===== config.mk =====
export PLATFORM = sky130hd
export DESIGN_NAME = rr_bus_scheduler
export DESIGN_NICKNAME = d
export VERILOG_FILES = /design/src/rtl/rr_bus_scheduler_pkg.sv /design/src/rtl/rr_bus_scheduler_rr_pick.sv /design/src/rtl/rr_bus_scheduler.sv
export SDC_FILE = /design/constraint.sdc
export NUM_CORES = 1
export LEC_CHECK = 0
export BUFFER_PORTS_ARGS = -buffer_cell sky130_fd_sc_hd__buf_4
export CORE_MARGIN = 10
export CORE_UTILIZATION = 55
export CTS_BUF_LIST = sky130_fd_sc_hd__clkbuf_4
export CTS_CLUSTER_SIZE = 16
export DETAILED_ROUTE_END_ITERATION = 8
export GPL_ROUTABILITY_DRIVEN = 0
export PLACE_DENSITY_LB_ADDON = 0.12
export SKIP_CTS_REPAIR_TIMING = 1
export SYNTH_ARGS = -nofsm -noshare
export SYNTH_HDL_FRONTEND = slang
export SYNTH_SLANG_ARGS = --single-unit
export TNS_END_PERCENT = 10

===== constraint.sdc =====
create_clock -name clk -period 2.4 [get_ports clk]
set_input_delay 0.12 -clock clk [delete_from_list [all_inputs] [get_ports clk]]
set_output_delay 0.12 -clock clk [all_outputs]
set_load 0.02 [all_outputs]

===== src/rtl/rr_bus_scheduler_pkg.sv =====
// Shared types and helpers for the round-robin bus scheduler and related arbiters.
// Provides the scheduler state encoding and the modulo-N pointer advance.
package bus_sched_pkg;

    typedef enum logic [1:0] {
        IDLE  = 2'd0,
        GRANT = 2'd1,
        GAP   = 2'd2
    } state_e;

    // Advance a rotation pointer, wrapping at n-1 rather than at a power of two.
    function automatic int rr_next(input int ptr, input int n);
        return (ptr + 1 >= n) ? 0 : ptr + 1;
    endfunction

endpackage


===== src/rtl/rr_bus_scheduler_rr_pick.sv =====
// Combinational rotating-priority picker: returns the first set request at or
// after rr_ptr, wrapping at N_REQ-1.
module rr_pick #(
    parameter  int N_REQ = 4,
    localparam int IDX_W = $clog2(N_REQ)
) (
    input  logic [N_REQ-1:0] request,
    input  logic [IDX_W-1:0] rr_ptr,
    output logic [IDX_W-1:0] pick_idx,
    output logic             pick_valid
);

    localparam int PW = IDX_W + 1;

    logic [2*N_REQ-1:0] w_dbl;
    logic [N_REQ-1:0]   w_rot;
    logic [PW-1:0]      w_off;
    logic [PW-1:0]      w_sum;

    // Doubling the vector turns the wrap-around scan into a plain shift.
    assign w_dbl = {request, request};
    assign w_rot = N_REQ'(w_dbl >> rr_ptr);

    always_comb begin
        w_off      = '0;
        pick_valid = 1'b0;
        for (int k = N_REQ - 1; k >= 0; k--) begin
            if (w_rot[k]) begin
                w_off      = PW'(k);
                pick_valid = 1'b1;
            end
        end
        w_sum = {1'b0, rr_ptr} + w_off;
        if (w_sum >= PW'(N_REQ)) begin
            w_sum = w_sum - PW'(N_REQ);
        end
    end

    assign pick_idx = w_sum[IDX_W-1:0];

endmodule


===== src/rtl/rr_bus_scheduler.sv =====
// Round-robin owner of a shared bus: grants whole transfers, bounds hold time,
// and inserts a one-cycle turnaround gap between owners.
//
//   state | meaning
//   IDLE  | bus unowned, waiting for any request
//   GRANT | grant_idx owns the bus; exits on done, request drop or hold limit
//   GAP   | single turnaround cycle with no grant, then re-arbitrate
module rr_bus_scheduler #(
    parameter  int N_REQ    = 4,
    parameter  int MAX_HOLD = 16,
    localparam int IDX_W    = $clog2(N_REQ)
) (
    input  logic             clk,
    input  logic             reset,
    input  logic [N_REQ-1:0] request,
    input  logic [N_REQ-1:0] done,
    output logic [N_REQ-1:0] grant,
    output logic             grant_valid,
    output logic [IDX_W-1:0] grant_idx,
    output logic             timeout
);

    import bus_sched_pkg::*;

    localparam int                HC_W      = $clog2(MAX_HOLD);
    localparam logic [HC_W-1:0]   HOLD_LAST = HC_W'(MAX_HOLD - 1);
    localparam logic [N_REQ-1:0]  ONE_HOT0  = {{(N_REQ-1){1'b0}}, 1'b1};

    state_e           r_state;
    logic [IDX_W-1:0] r_rr_ptr;
    logic [HC_W-1:0]  r_hold_cnt;
    logic [N_REQ-1:0] r_grant;
    logic             r_grant_valid;
    logic [IDX_W-1:0] r_grant_idx;
    logic             r_timeout;

    logic [IDX_W-1:0] w_pick_idx;
    logic             w_pick_valid;
    logic             w_owner_done;
    logic             w_owner_req;
    logic             w_hold_last;

    rr_pick #(
        .N_REQ (N_REQ)
    ) u_rr_pick (
        .request    (request),
        .rr_ptr     (r_rr_ptr),
        .pick_idx   (w_pick_idx),
        .pick_valid (w_pick_valid)
    );

    // Masking with the one-hot grant ignores done/request from non-owners.
    assign w_owner_done = |(done & r_grant);
    assign w_owner_req  = |(request & r_grant);
    assign w_hold_last  = (r_hold_cnt == HOLD_LAST);

    always_ff @(posedge clk) begin
        if (reset) begin
            r_state       <= IDLE;
            r_rr_ptr      <= '0;
            r_hold_cnt    <= '0;
            r_grant       <= '0;
            r_grant_valid <= 1'b0;
            r_grant_idx   <= '0;
            r_timeout     <= 1'b0;
        end else begin
            r_timeout <= 1'b0;
            case (r_state)
                IDLE, GAP: begin
                    if (w_pick_valid) begin
                        r_state       <= GRANT;
                        r_grant       <= ONE_HOT0 << w_pick_idx;
                        r_grant_valid <= 1'b1;
                        r_grant_idx   <= w_pick_idx;
                        r_hold_cnt    <= '0;
                    end else begin
                        r_state <= IDLE;
                    end
                end
                GRANT: begin
                    if (w_owner_done || !w_owner_req || w_hold_last) begin
                        // A done on the last allowed cycle is a normal end, not a revoke.
                        r_timeout     <= !w_owner_done && w_owner_req;
                        r_state       <= GAP;
                        r_grant       <= '0;
                        r_grant_valid <= 1'b0;
                        r_grant_idx   <= '0;
                        r_rr_ptr      <= IDX_W'(rr_next(int'(r_grant_idx), N_REQ));
                    end else begin
                        r_hold_cnt <= r_hold_cnt + 1'b1;
                    end
                end
                default: begin
                    r_state       <= IDLE;
                    r_grant       <= '0;
                    r_grant_valid <= 1'b0;
                    r_grant_idx   <= '0;
                end
            endcase
        end
    end

    assign grant       = r_grant;
    assign grant_valid = r_grant_valid;
    assign grant_idx   = r_grant_idx;
    assign timeout     = r_timeout;

endmodule


Yosys cells after proc, flatten, opt, wreduce, memory -nomap -nowiden:

Cells that the tools add are included.

* register bits: 16
* input bits: 10
* output and inout port bits: 8
* word-level logic and storage cells: 64

* add/sub/neg operators: 4
* $lt $le $gt $ge: 2
* equal/unequal tests: 6
* shift-type cells: 2
* muxes and demuxes: 25
* bitwise logic cells: 4
* reduce and logical (&&, ||, !) cells: 14

Operators with widths (count)
* 2-bit two-way mux: 9
* 4-bit two-way mux: 4
* 4-bit case mux with 2 select lines: 2
* 4-bit AND: 2
* 2-bit case mux with 2 select lines: 2
* 4-bit OR reduction: 2
* 8-bit by 2-bit right shift with 4-bit output: 1
* 1-bit two-way mux: 7
* 3-bit greater-or-equal comparator, second input constant: 2
* 4-bit by 1-bit adder with 4-bit output, second input constant: 1
* 4-bit equality test, second input constant: 1
* 2-bit != test, second input constant: 2
* 2-bit AND reduction: 2
* 1-bit by 2-bit left shift with 4-bit output, first input constant: 1
* 2-bit by 1-bit adder with 3-bit output, second input constant: 1
* 2-bit by 2-bit adder with 3-bit output: 1
* 3-bit AND reduction: 1
* 3-bit OR reduction: 1
* 2-bit by 1-bit equality test with 1-bit output, second input constant: 1
* 2-bit equality test, second input constant: 1
* 1-bit zero test: 2
* 2-bit zero test: 1
* 1-bit logical OR: 2
* 2-bit by 1-bit != test with 1-bit output, second input constant: 1
* 6 further kinds: 7

Depth between registers and ports, before layout:

* depth in word-level cells: 11
* mapped depth: 8
* gate-level depth less buffers: 8

Modules after synthesis:

A second synthesis with hierarchy kept.

* cells, all modules: 116
* area total of the unflattened synthesis: 1073.5 um2

Modules (own cells, without submodules)
* rr_bus_scheduler: times used 1, cells each 93, area each 893.4 um2, sequential area each 320.3 um2
* rr_pick: times used 1, cells each 23, area each 180.2 um2, sequential area each 0.0 um2

Worst setup path after synthesis:

Ideal clock, no wire load.

* kind: register to register
* start: register r_rr_ptr[0]
* end: register r_grant[2] (netlist: grant[2])
* library setup time: 117 ps
* arrival time: 1792 ps
* required time: 2283 ps
* slack: 491 ps
* stages on the path, launching flop included: 8
* buffers on the path: 1
* cell sequence: dfxtp_1 buf_2 or4_1 o211ai_1 ha_1 xor2_1 xnor2_1 a32o_1

* cells in the longest elaborated chain, start to end: 11
* elaborated cells between the ends (all ways): 18
* those cells by class: 2 x add/sub; 1 x order compare; 1 x eq/ne; 2 x shift; 11 x mux; 1 x reduce/logical

Ends and longest elaborated chain
* start, declared: line rr_bus_scheduler.sv:30 `logic [IDX_W-1:0] r_rr_ptr;`
* start signal, assigned: line rr_bus_scheduler.sv:88 `r_rr_ptr <= IDX_W'(rr_next(int'(r_grant_idx), N_REQ));`
* 8-bit by 2-bit right shift with 4-bit output: line rr_bus_scheduler_rr_pick.sv:22 `assign w_rot = N_REQ'(w_dbl >> rr_ptr);`
* 2-bit two-way mux (4 in a row): line rr_bus_scheduler_rr_pick.sv:28 `if (w_rot[k]) begin`
* 2-bit by 2-bit adder with 3-bit output: line rr_bus_scheduler_rr_pick.sv:33 `w_sum = {1'b0, rr_ptr} + w_off;`
* 3-bit greater-or-equal comparator / 2-bit by 1-bit subtractor with 2-bit output (equally long branches): line rr_bus_scheduler_rr_pick.sv:34, rr_bus_scheduler_rr_pick.sv:35
* 2-bit two-way mux: line rr_bus_scheduler_rr_pick.sv:34 `if (w_sum >= PW'(N_REQ)) begin`
* 1-bit by 2-bit left shift with 4-bit output: line rr_bus_scheduler.sv:72 `r_grant <= ONE_HOT0 << w_pick_idx;`
* 4-bit two-way mux: line rr_bus_scheduler.sv:70 `if (w_pick_valid) begin`
* 4-bit case mux with 2 select lines: line rr_bus_scheduler.sv:68 `case (r_state)`
* end signal, assigned: line rr_bus_scheduler.sv:72
* end, declared: line rr_bus_scheduler.sv:32 `logic [N_REQ-1:0] r_grant;`

Parallel ways exist; a longest one is shown, timed or not. The select of a mux whose other input is x is not followed.
A chain may end at the register's enable or synchronous reset.

Final worst setup path:

Ends and elaborated chain as after synthesis.

==> results.cfg <==
[outcome]
status = finished, final reports clean

[worst_setup_path]
cp.arrival_ns = 2.29
ff2ff_path_depth = 7
worst_ep_required_time_ns = 2.63
end_kind = register
criticalPathCategory = reg -> reg
ff2ff_setup_slack_ns = 0.34
r2r_start = r_rr_ptr[0]$_SDFFE_PP0P_
worst_setup_path_start_kind = register
worstPathMaxFanout = 12
r2r_end = grant[2]$_SDFFE_PP0P_

[clock_network]
clock_latency_ns = 0.28
cts.sinks = 16
path_clk_slew_ns = 0.09
cts_tree = done
clock_path_buffers = 2
htreeDepth = 1
cts_root_buffer = clkbuf_4
cts_buffers = 3

[run]
cap_violations = 0

[timing]
tns_ns = 0
relSlewSlack_pct = 65.81
fin_crit_sh_pct = 85.90
slew_viol_final = 0
hold_viol_final = 0
rsz0062_at_grt = no
fin_crit_ns = 2.062
hold_slack_ns = 0.1013
setup-violations-final = 0
max_freq_mhz = 485.0
tightest_slew_ns = 0.5090
fin_worst_skew_ns = 0.004684

[grt]
track_usage_pct = 10.79
grt_pass1_vias = 699
grt_pass1_wl_um = 3077
grt_max_degree = 13
grt_remaining_overflow = 0
antenna_found_initial = 0

[floorplan]
rows = 14
initial_utilization_pct = 57.64
io_pins = 18
core_area_um2 = 1506
die_w_um = 59.74
dieArea_um2 = 3568
die_y_um = 59.74

[synth]
synth_cell_types = 38
synth_async_sr_flop_share_pct = 0
synth_ff_type = dfxtp_1
yosysSeqAreaShare_pct = 36.89
netlist_instances = 97
ys.warnings.count = 0
synth_edf_count = 0
avgSynthCellArea_um2 = 8.952
synth_nets = 110
synthesis.area_um2 = 868.3
ys_ff_latch = 16

[min_path]
min_to = r_hold_cnt[0]$_SDFFE_PP0P_
hold_depth = 2
hp-start = reset
hold_class = in -> reg

[cells_and_area]
final_common_cell = buf_4
final_layout_size_suffix_gt1_share_pct = 24.56
layoutNonFillerInstCount = 130
final_util_pct = 67.94
syn_to_final_growth_pct = 17.87
nets = 128
final_cell_mix = buf_4, dfxtp_1, nor2_1
fin_area_um2 = 1023
antenna_cells = 0

[power]
seqPwrFrac_pct = 47.1
p_per_area_nw_per_um2 = 688.0
sw_frac_of_total_pct = 34.59
peakVddDrop_mv = 0.5753
p_int_w = 0.0004606
p_leak_nw = 0.4145
comb_power_share_pct = 33.0
net-switching-power_w = 0.0002436
p_clk_share_pct = 20.0

[detailed_routing]
ant_nets = 0
drtIter0Drc = 13
wl_per_cell_um = 13.71
via_count = 742
drt_wl_total_um = 1782
vias_per_cell = 5.708
dr.pass1.iters = 4
drc_errors = 0

[placement]
dp.cells = 126
place_area_um2 = 997.2
port_buffers = 17
hpwlAfterDp_um = 1433
## layout make-up
| cell class | instances | area, um^2 |
|---|---|---|
| Multi-Input combinational cell | 73 | 514.2 |
| Fill cell | 131 | 483.0 |
| Sequential cell | 16 | 320.3 |
| Timing Repair Buffer | 17 | 127.6 |
| Clock buffer | 3 | 22.52 |
| Tap cell | 16 | 20.02 |
| Inverter | 4 | 15.01 |
| Clock inverter | 1 | 3.754 |
## routing by layer
metal / vias to the layer above / track usage, % / wire length [um]
li1: 389 / - / -
met1: 340 / 13.22 / 834
met4: 0 / 1.923 / 14
met2: 11 / 16.32 / 818
met5: - / 0 / 0
met3: 2 / 5.932 / 113
## per-stage QoR
| step | total power [W] | setup WS [ns] |
|---|---|---|
| floorplan | 0.0004967 | 0.4909 |
| global placement | 0.0005652 | 0.4607 |
| detailed placement | 0.0005719 | 0.3712 |
| CTS | 0.0007111 | 0.3387 |
| global route | 0.0007556 | 0.07580 |
| finish | 0.0007042 | 0.3383 |
## worst max path at each step
| stage | slack [ns] | startpoint | to |
|---|---|---|---|
| 2_1_floorplan | 0.49 | r_rr_ptr[0]$_SDFFE_PP0P_ | grant[2]$_SDFFE_PP0P_ |
| 3_3_place_gp | 0.46 | r_rr_ptr[0]$_SDFFE_PP0P_ | grant[3]$_SDFFE_PP0P_ |
| 3_5_place_dp | 0.37 | r_rr_ptr[0]$_SDFFE_PP0P_ | grant[3]$_SDFFE_PP0P_ |
| 4_1_cts | 0.34 | r_rr_ptr[0]$_SDFFE_PP0P_ | grant[2]$_SDFFE_PP0P_ |
| 5_1_grt | 0.08 | r_rr_ptr[0]$_SDFFE_PP0P_ | grant[3]$_SDFFE_PP0P_ |
| 6_report | 0.34 | r_rr_ptr[0]$_SDFFE_PP0P_ | grant[2]$_SDFFE_PP0P_ |
## worst max-delay path, cell delays in order (launching register included)
cell and delay (ns):
dfxtp_1 0.54, nor3_1 0.10, a311oi_1 0.26, o211ai_1 0.12, ha_1 0.20, xor2_1 0.15
xnor2_1 0.41, a32o_1 0.22
## state kept, by name, indices dropped and copies added (netlist names)
register,cells
grant,4
r_hold_cnt,4
grant_idx,2
r_rr_ptr,2
r_state,2
grant_valid,1
timeout,1
## kinds of logic after synthesis
group	after synthesis	synth area share, %
AOI/OAI and AO/OA	25	24.78
and+or+nand+nor	38	22.48
adders and majority gates	3	4.323
xor gates and xnor gates	4	4.035
buffers and inverters	8	3.889
DFF	16	36.89
muxes	3	3.602
## synth_stat cells (3+ instances only)
| library cell | instances | area (um^2) |
|---|---|---|
| a21oi_1 | 3 | 15.01 |
| a22o_1 | 3 | 26.28 |
| buf_2 | 3 | 15.01 |
| dfxtp_1 | 16 | 320.3 |
| ha_1 | 3 | 37.54 |
| inv_1 | 3 | 11.26 |
| nand2b_1 | 4 | 25.02 |
| nand3_1 | 4 | 20.02 |
| nor2_1 | 15 | 56.30 |
| nor2b_1 | 3 | 18.77 |
| nor3_1 | 4 | 20.02 |
| xor2_1 | 3 | 26.28 |
## power groups by stage
stage	Sequential (W)	Clock [W]	Combinational, W
after detailed placement	0.000337	0	0.000235
after CTS	0.000331	0.000145	0.000235
final	0.000332	0.000141	0.000232
after global placement	0.000337	0	0.000228
after floorplan	0.000349	0	0.000148
after global routing	0.000338	0.000158	0.000260
(Power assumes the default switching activity.)
